<file path="config.mk">
export PLATFORM = sky130hd
export DESIGN_NAME = config_loader
export DESIGN_NICKNAME = d
export VERILOG_FILES = /design/src/rtl/config_loader.sv
export SDC_FILE = /design/constraint.sdc
export NUM_CORES = 2
export LEC_CHECK = 0
export CAP_MARGIN = 20
export CORE_AREA = 2 2 625 627
export DETAILED_ROUTE_END_ITERATION = 10
export DIE_AREA = 0 0 627 629
export SYNTH_ARGS = -nofsm -noshare
export SYNTH_HDL_FRONTEND = slang
export SYNTH_SLANG_ARGS = --single-unit
</file>
<file path="constraint.sdc">
create_clock -name config_clock -period 80.2 [get_ports config_clock]
set_clock_uncertainty 0.15 [all_clocks]
set_input_delay 16.04 -clock config_clock [delete_from_list [all_inputs] [get_ports config_clock]]
set_output_delay 16.04 -clock config_clock [all_outputs]
set_load 0.05 [all_outputs]
</file>
<file path="src/rtl/config_loader.sv">
// Purpose: serial configuration loader; shifts NUM_WORDS words into an image, verifies an XOR checksum word, presents the image.
// Latency: NUM_WORDS+1 accepted words; config_valid rises the cycle after the checksum word is accepted.
// Backpressure: word_ready is high only while loading or awaiting the checksum; words offered at other times are ignored.
//
// Ports:
//   config_clock  - sole clock, rising edge
//   config_reset  - asynchronous, active-high reset
//   start         - single-cycle pulse; aborts any load in progress and begins a new one
//   word_in       - bitstream word or checksum word (WORD_WIDTH bits)
//   word_valid    - word_in is valid this cycle
//   word_ready    - loader accepts a word this cycle
//   config_data   - configuration image (CONFIG_WIDTH bits)
//   config_valid  - image complete and verified
//   busy          - load or checksum phase in progress
//   error         - last load failed its checksum
module config_loader #(
  parameter int CONFIG_WIDTH = 1602,
  parameter int WORD_WIDTH   = 8
) (
  input  logic                    config_clock,
  input  logic                    config_reset,
  input  logic                    start,
  input  logic [WORD_WIDTH-1:0]   word_in,
  input  logic                    word_valid,
  output logic                    word_ready,
  output logic [CONFIG_WIDTH-1:0] config_data,
  output logic                    config_valid,
  output logic                    busy,
  output logic                    error
);

  localparam int NUM_WORDS = (CONFIG_WIDTH + WORD_WIDTH - 1) / WORD_WIDTH;
  localparam int PAD       = NUM_WORDS * WORD_WIDTH - CONFIG_WIDTH;
  localparam int SR_W      = NUM_WORDS * WORD_WIDTH;
  localparam int CNT_W     = $clog2(NUM_WORDS + 1);

  localparam logic [CNT_W-1:0] LAST_CNT = CNT_W'(NUM_WORDS - 1);
  localparam logic [CNT_W-1:0] CNT_ONE  = CNT_W'(1);

  typedef enum logic [2:0] {
    S_IDLE  = 3'd0,
    S_LOAD  = 3'd1,
    S_CHECK = 3'd2,
    S_DONE  = 3'd3,
    S_ERROR = 3'd4
  } state_t;

  state_t                state;
  logic [SR_W-1:0]       sr;
  logic [CNT_W-1:0]      cnt;
  logic [WORD_WIDTH-1:0] chk;
  logic                  accept;
  logic [SR_W-1:0]       sr_shift;

  // Decoded straight from the state register, so these are glitch-free and
  // drop to 0 the instant reset forces IDLE.
  assign word_ready = (state == S_LOAD) || (state == S_CHECK);
  assign busy       = word_ready;
  assign accept     = word_valid && word_ready;

  // Shift written with an operator rather than a slice so a single-word
  // image (SR_W == WORD_WIDTH) stays legal.
  assign sr_shift    = (sr << WORD_WIDTH) | SR_W'(word_in);
  assign config_data = sr[CONFIG_WIDTH-1:0];

  // The top PAD bits only ever hold the discarded high part of the first word.
  generate
    if (PAD > 0) begin : g_pad
      logic unused_pad;
      assign unused_pad = ^sr[SR_W-1:CONFIG_WIDTH];
    end
  endgenerate

  always_ff @(posedge config_clock or posedge config_reset) begin
    if (config_reset) begin
      state        <= S_IDLE;
      sr           <= '0;
      cnt          <= '0;
      chk          <= '0;
      config_valid <= 1'b0;
      error        <= 1'b0;
    end else if (start) begin
      // start outranks everything, including a word accepted on this edge
      state        <= S_LOAD;
      sr           <= '0;
      cnt          <= '0;
      chk          <= '0;
      config_valid <= 1'b0;
      error        <= 1'b0;
    end else begin
      case (state)
        S_LOAD: begin
          if (accept) begin
            sr  <= sr_shift;
            chk <= chk ^ word_in;
            cnt <= cnt + CNT_ONE;
            if (cnt == LAST_CNT) begin
              state <= S_CHECK;
            end
          end
        end
        S_CHECK: begin
          if (accept) begin
            if (word_in == chk) begin
              state        <= S_DONE;
              config_valid <= 1'b1;
            end else begin
              state <= S_ERROR;
              error <= 1'b1;
              sr    <= '0;
            end
          end
        end
        default: begin
          // IDLE, DONE and ERROR hold until start or reset
        end
      endcase
    end
  end

endmodule

</file>
==> flow_summary.ini <==
[run_status]
status = completed

[setup_path]
cpPeakStageDelay_ps = 900
crit_slowest_cell = buf_4
r2r_setup_slack_ps = 71530
critPathKind = primary input to flop
crit_fanout = 177
cp-startpoint = word_in[6]
cp_num_buf_inv = 9
endpoint_kind = flop
path_common_cell = buf_4
r2r_start = chk[6]
worstPathCellList = clkdlybuf4s50_1 -> xor2_1 -> nor4_4 -> buf_4 -> buf_4 -> buf_12 -> buf_4 -> buf_4 -> buf_4 -> buf_12 -> buf_4 -> nand4_1 -> a21oi_1
cp_num_cells = 13
cp-start-kind = primary input
ff2ff_path_depth = 12
required_ps = 80800
cp.arrival_ps = 24630
crit_family = buffers and inverters
r2r_end = sr[1213]

[final_layout]
fill_cells = 41000
layout_common_cells = dfrtp_1 (1623), clkdlybuf4s50_1 (1610), nand4_1 (1604)
seq_area_um2 = 40600
final_common_cell = dfrtp_1
syn_to_final_growth_pct = 34.2
multi_input_area_um2 = 30600
layout-drive-gt1-share_pct = 5.41
final_nets = 8501

[global_route]
grt_pass1_vias = 68900
grtUsageTotal_pct = 16.8
grt_max_degree = 228
grt_pass1_wl_um = 511000
antenna_found_initial = 10
gr-total-overflow = 0

[clocking]
cts_buffers = 196
insertion_delay_ps = 880
cts.clk_slew.worst_paths_ps = 60
cts.repair.resized = 0
cts_sinks = 1623
cts_buffer_depth = 4
htree_levels = 4
cts_setup_buffers = 0
root_buffer = clkbuf_16
tritoncts = done
cts_hold_buf = 0

[yosys]
synth_cell_type_count = 31
synth_area_um2 = 76000
synth_seq_cells = 1623
synth_edf_count = 0
syn_nets = 7607
ys_warn_count = 0
synth_ff_type = dfrtp_1
synthCells = 7593
synth-async-reset-ratio_pct = 100
synth_area_per_cell_um2 = 10.0
ys_seq_area_share_pct = 53.4

[timing]
hold_viol_final = 0
max_slew.worst_pin.slew_ps = 1200
min_period_ps = 24030
fmax_ghz = 0.0416
fin_crit_sh_pct = 30.0
drv_slew = 0
max_slew_margin_pct = 19.8
rsz0062_at_grt = false
tns_ps = 0
setup_viol = 0

[floorplan]
io_pins = 1618
coreArea_um2 = 388000
die_h_um = 629
num_rows = 229
initial_core_util_pct = 19.6
die_w_um = 627
die_area_um2 = 394000

[hold_path]
holdPathStages = 2
min_to = error
worstHoldStart = error
hold_class = flop to flop

[power]
clkPwrFrac_pct = 46.4
p_sw_share_pct = 30.6
seqPwrFrac_pct = 41.6
switchingPower_mw = 0.606
powerDensity_nw_per_um2 = 19.4
p_total_mw = 1.98
peakVddDrop_v = 0.0000209
leakagePower_nw = 35.4
power.internal_mw = 1.37
combPwrFrac_pct = 12.0

[routing]
wl_per_cell_um = 25.6
drt_first_iter_violations = 10300
drc_errors = 0
vias_per_cell = 5.42
drtAntennaViolNets = 0
wl_um = 355000
via_count = 75000
drt_pass1_iterations = 7

[place]
numPortBuffers = 1617
place.gp.congestion = 0.870
dp_hpwl_um = 233000

[job]
cap_viol_max_count = 0
[power groups by stage]
stage | Sequential [mW] | Clock (mW) | Combinational [mW]
2_1_floorplan | 0.842 | 0 | 0.171
3_3_place_gp | 0.837 | 0 | 0.234
3_5_place_dp | 0.837 | 0 | 0.231
4_1_cts | 0.822 | 0.934 | 0.231
5_1_grt | 0.822 | 0.967 | 0.249
6_report | 0.822 | 0.918 | 0.237
[state kept, by name (all words and copies together) (netlist names)]
register,flops
chk,8
cnt,8
error,1
config_valid,1
sr,1602
state,3
[stage by stage]
step / instances / util, % / area, um^2 / hold WS, ps / setup WS, ps
2_1_floorplan: 7593 / - / 76000 / 353 / 18210
5_1_grt: 13800 / 26.3 / 102000 / 417 / 56180
3_5_place_dp: 13500 / 24.6 / 95400 / 379 / 55890
6_report: 13800 / 26.3 / 102000 / 389 / 56170
3_3_place_gp: 13500 / 24.6 / 95400 / 377 / 55870
4_1_cts: 13800 / 26.3 / 102000 / 391 / 56850
[cells by family after synthesis]
family                   after synthesis  synth area share (%)
buffers and inverters               1081                  6.32
adder cells (fa/ha/maj)                2                0.0329
AO/OA/AOI/OAI                       3204                  26.4
XOR/XNOR                              23                 0.265
flip-flops                          1623                  53.4
AND/OR/NAND/NOR                     1660                  13.6
[layer usage]
layer | global-route usage, % | vias up | wire [um]
li1 | - | 32000 | -
met1 | 22.2 | 38900 | 144000
met2 | 25.0 | 3443 | 160000
met3 | 4.52 | 643 | 31200
met4 | 8.24 | 0 | 19800
met5 | 0 | - | 0
[worst max-delay path by stage]
stage	endpoint	slack, ps
3_3_place_gp	sr[1251]	55870
4_1_cts	sr[1138]	56850
3_5_place_dp	sr[1179]	55890
5_1_grt	sr[1213]	56180
2_1_floorplan	chk[0]	18210
6_report	sr[1213]	56170
[worst reg2reg max path, delay by kind of cell (launching register included)]
| kind | cells | cell delay, ps |
|---|---|---|
| AOI/OAI and AO/OA | 1 | 190 |
| DFF | 1 | 400 |
| xor gates and xnor gates | 1 | 190 |
| and+or+nand+nor | 2 | 550 |
| buffers and inverters | 8 | 7050 |
[synth_stat cells, types with 3 or more instances]
library cell / count / area [um^2]
dfrtp_1: 1623 / 40600
a22oi_1: 1594 / 12000
clkbuf_1: 504 / 1890
buf_2: 537 / 2690
xor2_1: 19 / 166
nor2_1: 17 / 63.8
a31oi_1: 8 / 50.1
nand2_1: 25 / 93.8
o22ai_1: 3 / 18.8
buf_4: 17 / 128
buf_1: 15 / 56.3
a21oi_1: 1596 / 7990
nand4_1: 1604 / 10000
xnor2_1: 4 / 35.0
inv_1: 7 / 26.3
[final cells by class]
| cell class | count | area share, % |
|---|---|---|
| Inverter | 7 | 0.0331 |
| Sequential cell | 1623 | 39.8 |
| Tap cell | 5197 | 6.38 |
| Antenna cell | 10 | 0.0245 |
| Timing Repair Buffer | 1770 | 17.3 |
| Clock buffer | 288 | 5.66 |
| Multi-Input combinational cell | 4889 | 30.0 |
| Clock inverter | 55 | 0.722 |
No activity file was read; power rests on OpenSTA's default activity.
